--- src/rtl/regfile_wb_arbiter.sv ---
// Regfile write-port arbiter between primary writeback (A) and the M-extension unit (B),
// with a busy scoreboard of outstanding M-op destinations and B anti-starvation.
module regfile_wb_arbiter #(
  parameter int unsigned STARVE_LIMIT = 4
) (
  input  logic        clk,
  input  logic        rst,
  input  logic        a_valid,
  input  logic [4:0]  a_rd,
  input  logic [31:0] a_data,
  output logic        a_ready,
  input  logic        b_valid,
  input  logic [4:0]  b_rd,
  input  logic [31:0] b_data,
  output logic        b_ready,
  input  logic        iss_valid,
  input  logic [4:0]  iss_rd,
  output logic        iss_ready,
  input  logic [4:0]  chk_rs1,
  input  logic [4:0]  chk_rs2,
  input  logic [4:0]  chk_rd,
  output logic        hazard,
  output logic        reg_write,
  output logic [4:0]  rd,
  output logic [31:0] wd,
  output logic [5:0]  busy_cnt
);

  localparam logic [3:0] STARVE_TC = 4'(STARVE_LIMIT - 1);

  logic [31:0] busy, busy_next;
  logic [3:0]  wait_cnt, wait_cnt_next;
  logic        force_b, force_b_next;
  logic        a_grant, b_grant;
  logic        b_clears_iss;
  logic [5:0]  pop;

  always_comb begin
    a_grant = a_valid & ~force_b & ~rst;
    b_grant = b_valid & (force_b | ~a_valid) & ~rst;
    a_ready = a_grant;
    b_ready = b_grant;
  end

  always_comb begin
    reg_write = 1'b0;
    rd        = 5'd0;
    wd        = 32'd0;
    if (a_grant) begin
      rd        = a_rd;
      wd        = a_data;
      reg_write = (a_rd != 5'd0);
    end else if (b_grant) begin
      rd        = b_rd;
      wd        = b_data;
      reg_write = (b_rd != 5'd0);
    end
  end

  // A clear landing on the same register lets a back-to-back issue through.
  always_comb begin
    b_clears_iss = b_grant & (b_rd == iss_rd);
    iss_ready    = iss_valid & ~rst & ((iss_rd == 5'd0) | ~busy[iss_rd] | b_clears_iss);
  end

  always_comb begin
    busy_next = busy;
    if (b_grant && (b_rd != 5'd0))
      busy_next[b_rd] = 1'b0;
    if (iss_ready && (iss_rd != 5'd0))
      busy_next[iss_rd] = 1'b1;
    busy_next[0] = 1'b0;
  end

  always_comb begin
    wait_cnt_next = wait_cnt;
    force_b_next  = force_b;
    if (!b_valid || b_grant)
      wait_cnt_next = 4'd0;
    else if (wait_cnt != 4'd15)
      wait_cnt_next = wait_cnt + 4'd1;
    if (b_grant)
      force_b_next = 1'b0;
    else if (b_valid && (wait_cnt == STARVE_TC))
      force_b_next = 1'b1;
  end

  always_ff @(posedge clk or posedge rst) begin
    if (rst) begin
      busy     <= 32'd0;
      wait_cnt <= 4'd0;
      force_b  <= 1'b0;
    end else begin
      busy     <= busy_next;
      wait_cnt <= wait_cnt_next;
      force_b  <= force_b_next;
    end
  end

  // Registered view only: a clear in flight still shows as a hazard this cycle.
  always_comb begin
    hazard = ~rst & (busy[chk_rs1] | busy[chk_rs2] | busy[chk_rd]);
    pop    = 6'd0;
    for (int i = 0; i < 32; i++)
      pop = pop + 6'(busy[i]);
    busy_cnt = rst ? 6'd0 : pop;
  end

endmodule
--- config.mk ---
export PLATFORM = sky130hd
export DESIGN_NAME = regfile_wb_arbiter
export DESIGN_NICKNAME = d
export VERILOG_FILES = /design/src/rtl/regfile_wb_arbiter.sv
export SDC_FILE = /design/constraint.sdc
export NUM_CORES = 1
export LEC_CHECK = 0
export ABC_AREA = 1
export CELL_PAD_IN_SITES_DETAIL_PLACEMENT = 1
export CELL_PAD_IN_SITES_GLOBAL_PLACEMENT = 1
export CORE_UTILIZATION = 32
export CTS_CLUSTER_SIZE = 14
export DETAILED_ROUTE_END_ITERATION = 6
export HOLD_SLACK_MARGIN = 0.12
export PLACE_DENSITY_LB_ADDON = 0.08
export SLEW_MARGIN = 20
export SYNTH_ARGS = -nofsm -noshare
export SYNTH_HDL_FRONTEND = slang
export SYNTH_SLANG_ARGS = --single-unit
--- constraint.sdc ---
create_clock -name clk -period 7.95 [get_ports clk]
set_input_delay 2.385 -clock clk [delete_from_list [all_inputs] [get_ports clk]]
set_output_delay 2.385 -clock clk [all_outputs]
set_load 0.02 [all_outputs]
==> impl.org <==
** Outcome
- Status :: completed

** STA
- Number of max-slew violations in the final report :: 0
- Setup TNS after final layout :: 0 ns
- Slew at the pin closest to its max-slew limit :: 1.03 ns
- In the finished design, the share of the clock period the worst path needs comes to 0.973.
- Unrepaired setup endpoints after global routing :: false
- For this run, the top clock speed supported by timing is 0.129 GHz.
- Max-slew headroom :: 0.310
- Setup violations remaining at the end of the flow were counted as 0.
- Between clock sinks in the finished design, the worst skew comes to 0.00760 ns.
- Final hold violation count :: 0
- Min Clock Period, post-route :: 7.73 ns

** Routing
- Count of routing violations after the opening detailed-route iteration :: 324
- DRC viols :: 0
- Dividing the detail-routed wire length by the instance count gives 20.7 µm.
- Across all layers, the routed design uses 5563 vias.
- Number of antenna-violating nets in the routed design :: 0
- The first detailed-routing pass took 5 iterations.
- Via-to-Cell Ratio :: 5.40
- Overall routed net length :: 21400 µm

** Synth
- Compound-Gate Fraction of Synth Area :: 0.141
- Counting every net in the synthesized netlist gives 841.
- Number of distinct standard cells referenced by the synthesized netlist :: 29
- During synthesis, Yosys emitted a total of 0 warnings.
- Number of standard cells after synthesis :: 711
- Part of the Yosys area used for sequential elements :: 0.201
- In the synthesized netlist the dominant register cell turns out to be sky130_fd_sc_hd__dfrtp_1.
- Synthesized area :: 4480 µm²
- Of the total synthesized cell area, the portion taken by full adders, half adders and majority gates is 0.125.
- Average cell area after synthesis :: 6.30 µm²
- Largest family of logic cells by synthesized area :: simple AND/OR/NAND/NOR gates
- Number of synthesized flops with an enable pin :: 0
- In the synthesized netlist the async set-or-reset flop fraction comes to 1.00.
- In this run, synthesis produced a sequential element count of 36.
- Of the total synthesized cell area, the portion taken by AND, OR, NAND and NOR gates is 0.390.
- Of the total synthesized cell area, the portion taken by XOR and XNOR cells is 0.00978.
- Mux contribution to synthesized area :: 0

** Clock tree
- Total CTS buffers :: 5
- Deepest clock path buffer count :: 2
- CTS placed an instance of sky130_fd_sc_hd__clkbuf_16 at the clock tree root.
- Clock latency on the worst-skew pair :: 0.29 ns
- The H-tree was split into 2 levels.
- Clock tree synthesis found a total of 36 sinks.
- Clock-pin slew was measured on the worst setup and hold paths at 0.06 ns.
- CTS tree :: built

** Layout
- Antenna diode count :: 0
- In the layout the commonest cells are sky130_fd_sc_hd__nand2_1 (217), sky130_fd_sc_hd__clkdlybuf4s50_1 (141), sky130_fd_sc_hd__inv_1 (96).
- Leaving out fill and tap cells, the most frequent cell in the layout is sky130_fd_sc_hd__nand2_1.
- Share of final-layout standard cells stronger than drive strength 1 :: 0.0504
- After routing the design area is 6300 µm².
- At the end of the flow the core is filled with cells to 0.468.
- Layout Area Growth over Synthesis :: 40.6%
- Net count reported at finish :: 983

** Critical path
- The signal on the critical path passes through inv_1 -> fa_1 -> fa_1 -> inv_1 -> fa_1 -> inv_1 -> fa_1 -> fa_1 -> fa_1 -> fa_2 -> fa_2 -> nor3_1 -> a211oi_1 -> xor2_1 -> nor2_1 -> buf_4.
- CP max stage cell :: sky130_fd_sc_hd__fa_1
- Maximum cell stage delay along the critical path :: 0.54 ns
- At the worst endpoint, the arrival time is 5.35 ns.
- Path type of the worst setup path :: reg -> out
- Data on the critical path is required at its endpoint by 5.57 ns.
- In this design, the critical path's most frequently occurring cell is sky130_fd_sc_hd__fa_1.
- Buf/Inv on CP :: 4
- Gate family responsible for the most delay along the worst path :: adder cells
- Along the worst path, the maximum fanout reaches 4.
- Startpoint type of the worst setup path :: flop
- Setup crit end kind :: output port

** Die
- The die is 120 µm tall.
- The initial utilization of the core area, before any placement, comes to 0.333.
- Die Area :: 14500 µm²
- For this design the top-level I/O count stands at 147.
- Die X :: 120 µm
- Core area :: 13500 µm²
- The initialized floorplan defines 42 standard-cell rows.

** Global route
- For this run, the total global-route usage over all layers was measured as 0.302.
- Initial antenna violation count :: 0
- The via count of the first global-routing pass came to 5814.
- Grt total ovfl :: 0
- Global-route wire length before repair :: 32900 µm
- Largest net degree at the start of global routing :: 39

** Placement
- Routability congestion estimate :: 0.930
- DP Wirelength :: 17500 µm
- Once placement finished, the instance area stood at 6100 µm².
- Number of buffers inserted by port buffering :: 146

** Hold path
- Class of the tightest hold or removal check :: reg -> reg

** Power
- Summed over all cells, the static leakage comes to 2.98 nW.
- VDD IR-drop max :: 0.000730 V
- Cell area power density :: 418 nW/µm²

** Job
- The tool flagged a number of max-cap violations equal to 0.
-- worst reg2reg max path: stages (launching register included) --
cell	delay (ns)
sky130_fd_sc_hd__dfrtp_1	0.32
sky130_fd_sc_hd__inv_1	0.05
sky130_fd_sc_hd__nand2_1	0.13
sky130_fd_sc_hd__nand3_2	0.18
sky130_fd_sc_hd__inv_1	0.62
sky130_fd_sc_hd__nand3_1	0.46
sky130_fd_sc_hd__o21ai_0	0.29
sky130_fd_sc_hd__nand2_1	0.12
-- metal layers --
| layer | routed length [µm] | GRT usage |
|---|---|---|
| met3 | 1310 | 0.0476 |
| met4 | 805 | 0.118 |
| met1 | 8530 | 0.368 |
| met2 | 10700 | 0.530 |
| met5 | 0 | 0 |
-- path summary, 6_finish.rpt --
check / slack (ns) / cells past startpoint / endpoint / start
worst max register to register: 5.63 / 7 / busy[18]$_DFF_PP0_ / force_b$_DFFE_PP0P_
max in group asynchronous: 4.97 / 3 / busy[17]$_DFF_PP0_ / rst
worst max-delay path: 0.22 / 16 / busy_cnt[4] / busy[26]$_DFF_PP0_
worst min-delay path: 0.54 / 2 / force_b$_DFFE_PP0P_ / force_b$_DFFE_PP0P_
min in group asynchronous: 2.61 / 3 / wait_cnt[0]$_DFFE_PP0P_ / rst
worst min register to register: 0.54 / 2 / force_b$_DFFE_PP0P_ / force_b$_DFFE_PP0P_
-- power breakdown --
| part | leakage (nW) | internal (mW) | total [mW] | switching, mW |
|---|---|---|---|---|
| clock network | 0.0798 | 0.148 | 0.234 | 0.0865 |
| logic | 2.44 | 0.899 | 2.13 | 1.23 |
| registers | 0.463 | 0.217 | 0.269 | 0.0521 |
-- what timing repair did --
item,in CTS,in global routing
endpoints found under the setup margin,4,5
hold buffers,0,0
pin swaps,0,2
gates resized for setup,6,9
buffers inserted,0,3
-- cells by family after synthesis --
kind of cell | Yosys count
AO/OA/AOI/OAI | 99
XOR/XNOR | 5
adder cells (fa/ha/maj) | 31
buffers and inverters | 134
flip-flops | 36
AND/OR/NAND/NOR | 406
-- synthesized netlist by cell type (all sizes together) (4+ instances only) --
cell	number	area, µm²
a21oi	8	40.0
nand2	218	821
ha	8	100
fa	23	460
o21ai	53	265
nor3	11	55.1
xor2	4	35.0
a22o	32	280
buf	27	181
nand4	32	200
dfrtp	36	901
inv	98	368
clkbuf	9	45.0
nand3	92	465
nor2	51	191
-- registers in the layout, indices dropped and copies added, names as in the netlist --
register / flops
busy: 31
force_b: 1
wait_cnt: 4
-- final cells by class --
cell class / instances / area (µm²)
Inverter: 98 / 368
Tap cell: 176 / 220
Clock inverter: 3 / 42.5
Timing Repair Buffer: 171 / 1650
Clock buffer: 5 / 125
Multi-Input combinational cell: 541 / 3000
Sequential cell: 36 / 901
Fill cell: 1799 / 7160
-- metrics by stage --
step	total power, mW	instances	setup WS (ns)	hold slack (ns)
final	2.63	1030	0.217	0.537
after global routing	2.94	1030	0.0195	0.567
after CTS	2.65	1027	0.00606	0.536
after detailed placement	2.40	1019	0.00838	0.523
after global placement	2.33	1019	0.0969	0.505
after floorplan	1.60	711	0.654	0.481
No activity file was read; power rests on OpenSTA's default activity.
